<file path="config.mk">
export PLATFORM = sky130hd
export DESIGN_NAME = timer_bank
export DESIGN_NICKNAME = d
export VERILOG_FILES = /design/src/rtl/timer_bank.sv
export SDC_FILE = /design/constraint.sdc
export NUM_CORES = 1
export LEC_CHECK = 0
export ABC_AREA = 0
export CORE_MARGIN = 2
export CORE_UTILIZATION = 30
export CTS_CLUSTER_DIAMETER = 30
export DETAILED_ROUTE_END_ITERATION = 12
export SLEW_MARGIN = 25
export SYNTH_ARGS = -nofsm -noshare
export SYNTH_HDL_FRONTEND = slang
export SYNTH_SLANG_ARGS = --single-unit
</file>
<file path="constraint.sdc">
create_clock -name clk -period 4.3 [get_ports clk]
set_clock_uncertainty 0.1 [all_clocks]
set_input_delay 0.86 -clock clk [delete_from_list [all_inputs] [get_ports clk]]
set_output_delay 0.86 -clock clk [all_outputs]
set_load 0.01 [all_outputs]
</file>
<file path="src/rtl/timer_bank.sv">
// timer_bank: CHANNELS independent WIDTH-bit timers with sticky irqs.
// Define TIMER_BANK_SYNC_EN to pass each tick through a 2-flop synchronizer.
module timer_bank #(
    parameter int CHANNELS = 3,
    parameter int WIDTH    = 32
) (
    input  logic                clk,
    input  logic                rst_n,
    input  logic [CHANNELS-1:0] tick,
    input  logic                we,
    input  logic [2:0]          ch,
    input  logic [1:0]          reg_sel,
    input  logic [WIDTH-1:0]    wdata,
    output logic [WIDTH-1:0]    rdata,
    output logic [CHANNELS-1:0] chan_out,
    output logic [CHANNELS-1:0] irq,
    output logic                irq_any
);

    localparam logic [3:0]       NCH = 4'(CHANNELS);
    localparam logic [WIDTH-1:0] ONE = WIDTH'(1);

    logic                ch_ok;
    logic [CHANNELS-1:0] tick_s;
    logic [CHANNELS-1:0] tick_q;
    logic [CHANNELS-1:0] pulse;

    logic [CHANNELS-1:0][WIDTH-1:0] count_q, count_d;
    logic [CHANNELS-1:0][WIDTH-1:0] reload_q, reload_d;
    logic [CHANNELS-1:0][1:0]       mode_q, mode_d;
    logic [CHANNELS-1:0]            en_q, en_d;
    logic [CHANNELS-1:0]            out_q, out_d;
    logic [CHANNELS-1:0]            irq_q, irq_d;
    logic [CHANNELS-1:0]            irq_set;
    logic [CHANNELS-1:0]            irq_clr;

    assign ch_ok = {1'b0, ch} < NCH;

`ifdef TIMER_BANK_SYNC_EN
    logic [CHANNELS-1:0] sync1_q, sync2_q;

    // two-flop synchronizer, idles high so a held-high tick never counts
    always_ff @(posedge clk or negedge rst_n) begin
        if (!rst_n) begin
            sync1_q <= '1;
            sync2_q <= '1;
        end else begin
            sync1_q <= tick;
            sync2_q <= sync1_q;
        end
    end

    assign tick_s = sync2_q;
`else
    assign tick_s = tick;
`endif

    // previous tick level for rising-edge detection
    always_ff @(posedge clk or negedge rst_n) begin
        if (!rst_n) tick_q <= '1;
        else        tick_q <= tick_s;
    end

    assign pulse = tick_s & ~tick_q;

    // next-state: register writes take priority over a same-cycle pulse
    always_comb begin
        count_d  = count_q;
        reload_d = reload_q;
        mode_d   = mode_q;
        en_d     = en_q;
        out_d    = out_q;
        irq_set  = '0;
        irq_clr  = (we && reg_sel == 2'd2) ? wdata[CHANNELS-1:0] : '0;
        for (int i = 0; i < CHANNELS; i++) begin
            if (mode_q[i] == 2'd1) out_d[i] = 1'b0;
            if (we && ch_ok && ch == 3'(i) &&
                (reg_sel == 2'd0 || reg_sel == 2'd3)) begin
                count_d[i]  = wdata;
                reload_d[i] = wdata;
            end else if (we && ch_ok && ch == 3'(i) && reg_sel == 2'd1) begin
                mode_d[i] = wdata[1:0];
                en_d[i]   = wdata[2];
                out_d[i]  = 1'b0;
            end else if (pulse[i] && en_q[i]) begin
                unique case (mode_q[i])
                    2'd0: begin
                        if (count_q[i] > ONE) begin
                            count_d[i] = count_q[i] - ONE;
                        end else if (count_q[i] == ONE) begin
                            count_d[i] = '0;
                            out_d[i]   = 1'b1;
                            irq_set[i] = 1'b1;
                            en_d[i]    = 1'b0;
                        end
                    end
                    2'd1, 2'd2: begin
                        if (count_q[i] > ONE) begin
                            count_d[i] = count_q[i] - ONE;
                        end else if (reload_q[i] != '0) begin
                            count_d[i] = reload_q[i];
                            if (mode_q[i] == 2'd1) begin
                                out_d[i]   = 1'b1;
                                irq_set[i] = 1'b1;
                            end else begin
                                out_d[i]   = ~out_q[i];
                                irq_set[i] = ~out_q[i];
                            end
                        end else begin
                            count_d[i] = '0;
                        end
                    end
                    2'd3: begin
                        count_d[i] = count_q[i] + ONE;
                        irq_set[i] = &count_q[i];
                        out_d[i]   = count_d[i][WIDTH-1];
                    end
                endcase
            end
        end
        irq_d = (irq_q & ~irq_clr) | irq_set;
    end

    // channel state registers
    always_ff @(posedge clk or negedge rst_n) begin
        if (!rst_n) begin
            count_q  <= '0;
            reload_q <= '0;
            mode_q   <= '0;
            en_q     <= '0;
            out_q    <= '0;
            irq_q    <= '0;
        end else begin
            count_q  <= count_d;
            reload_q <= reload_d;
            mode_q   <= mode_d;
            en_q     <= en_d;
            out_q    <= out_d;
            irq_q    <= irq_d;
        end
    end

    // register read mux, irq vector visible from any ch
    always_comb begin
        rdata = '0;
        if (reg_sel == 2'd2) begin
            rdata[CHANNELS-1:0] = irq_q;
        end else if (ch_ok) begin
            for (int i = 0; i < CHANNELS; i++) begin
                if (ch == 3'(i)) begin
                    case (reg_sel)
                        2'd0:    rdata = count_q[i];
                        2'd1:    rdata[4:0] = {irq_q[i], out_q[i], en_q[i], mode_q[i]};
                        default: rdata = reload_q[i];
                    endcase
                end
            end
        end
    end

    assign chan_out = out_q;
    assign irq      = irq_q;
    assign irq_any  = |irq_q;

endmodule

</file>
==> results by group <==
Outcome
  – Status: complete, but fails checks
  – Failing checks: setup timing

Place
  – Placed Cells: a little over 3000
  – Port Buffers: 81
  – Post-Place Setup Slack: -0.253 ns
  – Gpl congestion: 0.986
  – Final HPWL DP: ~63000 um
  – Placement Cell Area: about 19000 um2

CTS
  – CTS Hold Bufs: 0
  – CTS clk-pin slew, worst paths: around 0.040 ns
  – CTS tree: yes
  – H-tree depth: 3
  – Clock buffers created by TritonCTS: 68
  – Max clock buf depth: 3
  – Sink Count: 210
  – Clk_lat worst skew: a little under 0.6 ns
  – Root Buffer: clkbuf_16

Synth
  – Register area share after synthesis: a little under a third
  – Number of synthesized flops with an enable pin: 0
  – Count leader, synth: nand2_1
  – Post-synthesis simple-gate area fraction: a little under a third
  – Synth Cell Area: around 17000 um2
  – Mapped Cells: 2286
  – Post-Syn Nets: around 2400
  – Yosys warnings: 0
  – Post-synth ARST share: between 90% and 100%
  – Synth area leaders: dfrtp_1 31%, nand2_1 9.7%, clkbuf_1 4.1%
  – Top-area cell type share of the netlist area: between 30% and 40%
  – Commonest cells in the netlist: 439 x nand2_1, 207 x dfrtp_1, 187 x clkbuf_1
  – Share of synthesized cell area in full adder, half adder and majority cells: about 1.8%
  – Syn Area/Cell: 7.40 um2
  – Ys flop type: dfrtp_1
  – Synth cell types: 86
  – Post-synth top area cell: dfrtp_1
  – Post-Synth XOR/XNOR Area: a little over 5%
  – Largest family of logic cells by synthesized area: simple AND/OR/NAND/NOR gates
  – #FFs+latches synth: 210
  – Synth Area in Compound Gates: 25.2%
  – Fraction of synthesized area in multiplexers: 0.821%

Timing
  – Hold WS: approximately 0.22 ns
  – TNS Setup: -0.128 ns
  – Least-Margin Pin Slew: roughly 1.2 ns
  – RSZ-0062 raised after global routing: yes
  – Fmax: between 0.2 and 0.25 GHz
  – Post-layout min period: 4.37 ns
  – Final hold vios: 0
  – Tcrit/Tclk final: 102%
  – Final setup fails: 2
  – Worst relative slew slack: 22.2%
  – Fin worst setup slack: -0.0714 ns
  – Fin. max-slew vios: 0

Routing
  – Antenna Nets Post-Route: 0
  – Vias per cell: approximately 6.3
  – Post-route DRC violation count: 0
  – Vias: between 20000 and 25000
  – Post-Route WL: approximately 87000 um
  – Starting DRT DRC Count: about 2900
  – Post-DR wirelength/cell: between 20 and 30 um
  – 1st-pass router iterations: 6

Power and ir drop
  – Tot Pwr: 13.8 mW
  – Pwr dens: 626 nW/um2
  – Lkg Pwr: between 9 and 10 nW
  – Max VDD drop: roughly 0.45 mV

Floorplanning
  – Core footprint: approximately 56000 um2
  – Die height: 242 um
  – I/O pin cnt: 82
  – Starting Density: between 30% and 40%
  – Die area: about 58000 um2
  – Die width: between 200 and 250 um
  – # rows: 87

GRT
  – Initial antenna violation count: 1
  – Largest net degree at the start of global routing: 94
  – Grt peak-use layer: met2
  – Overall Global Routing Usage: between 20% and 30%
  – First-pass GRT wire length: 128000 um
  – Global Route met2 Usage: 42.2%
  – Grt total ovfl: 0
  – Met1 usage: between 30% and 40%
  – Vias in the first global route: between 15000 and 20000
  – Met3 usage: just under 7%

Finish
  – Finished Cell Area: about 22000 um2
  – Finished Core Util: ~39%
  – NumNets Final: 2470
  – Non-Filler Instances: 3212
  – Area grow syn2layout: 30.2%
  – Layout cells sized above 1: between 15 and 20%
  – Fill cell count: 5745

Critical path
  – Element type at the critical path end: output pin
  – Critical Setup Path Class: in2out
  – Worst EP required: about 3.3 ns
  – Arrival @ worst endpoint: 3.41 ns
  – Critical path's largest stage delay: between 0.4 and 0.5 ns
  – CP Max Fanout: 10
  – CP max-delay cell: clkdlybuf4s50_1
  – Startpoint Class: primary input
  – Crit-path cells: clkdlybuf4s50_1, inv_2, ha_4, nor2_4, buf_4, clkbuf_16, buf_4, a22oi_1, o22ai_1, a21oi_1, nor2_1, clkdlybuf4s50_1

Run
  – # Max-Cap Violations: 0

Worst hold path
  – Hold Path Class: in2async
[routing by layer]
layer  vias to the layer above  routed length, um
met5                         -                  0
met1                      9971              35500
li1                       8703                  -
met4                         0               4210
met2                      1414              36600
met3                       271              10300
[cell families after synthesis]
kind of cell               count (synthesis)
AOI/OAI and AO/OA                        631
xor gates and xnor gates                 100
adders and majority gates                 25
buffers and inverters                    254
DFF                                      210
muxes                                     13
and+or+nand+nor                         1053
[registers in the layout (all words and copies together) (netlist names)]
name and cells:
chan_out 3, count_q 96, en_q 3, irq 3, mode_q 6, reload_q 96, tick_q 3
[worst max-delay path: cells and delay by family]
kind	cells	cell delay (ns)
AOI/OAI and AO/OA	3	0.70
adders and majority gates	1	0.20
buffers and inverters	6	1.52
and+or+nand+nor	2	0.13
[layout by cell type (no fill, tap or decap), types with 12 or more instances in the layout]
cell type,netlist,layout
nand2_1,439,438
dfrtp_1,207,207
buf_4,2,163
nor2_1,152,148
o21ai_0,126,126
a21oi_1,115,110
nand3_1,97,97
a22oi_1,91,89
nor4_1,76,75
clkbuf_16,0,71
nor3_1,75,66
xnor2_1,62,62
o22ai_1,53,53
clkdlybuf4s50_1,0,51
nand4_1,50,50
xor2_1,38,38
a211oi_1,37,35
inv_1,34,32
nor3b_1,25,24
ha_1,25,23
or3_1,22,22
a221o_1,22,22
and3_1,21,21
a22o_1,20,20
o221ai_1,20,20
a221oi_1,19,18
o211ai_1,18,18
dlymetal6s2s_1,0,17
o31ai_1,15,15
buf_12,0,15
or4_1,14,14
nand2b_1,13,13
a31oi_1,13,13
clkinv_2,0,13
or2_2,12,12
clkbuf_8,0,12
[final timing paths]
kind	from	end	slack [ns]	depth (start not counted)
worst max-delay path	reg_sel[1]	rdata[12]	-0.07	12
worst min-delay path	rst_n	reload_q[26]	0.22	1
worst min register to register	reload_q[33]	reload_q[33]	0.45	2
max in group asynchronous	rst_n	count_q[76]	2.98	2
min in group clk	reload_q[33]	reload_q[33]	0.45	2
worst max register to register	count_q[5]	chan_out[0]	0.53	7
[report_power, final]
group          internal (mW)  switching (mW)
Combinational           1.92            2.74
Sequential              2.62            1.57
Clock                   3.45            1.50
Total                   7.99            5.81
[final cells by class]
class,count,area [um2],share of cell area [%]
flip-flops and latches,210,5260,23.9
diodes,1,2.50,0.0114
clock buffers,90,1950,8.83
multi-input cells,1822,10900,49.2
inverters,36,135,0.613
clock inverters,33,358,1.62
repair buffers,264,2540,11.5
well taps,756,946,4.29
[timing repair]
| action | CTS | global route |
|---|---|---|
| setup endpoints to repair | 29 | 20 |
| resized for setup | 28 | 29 |
| pin swaps | 4 | 7 |
| cloned | 3 | 1 |
| buffers inserted | 1 | 2 |
Power figures use the tool's default switching activity.
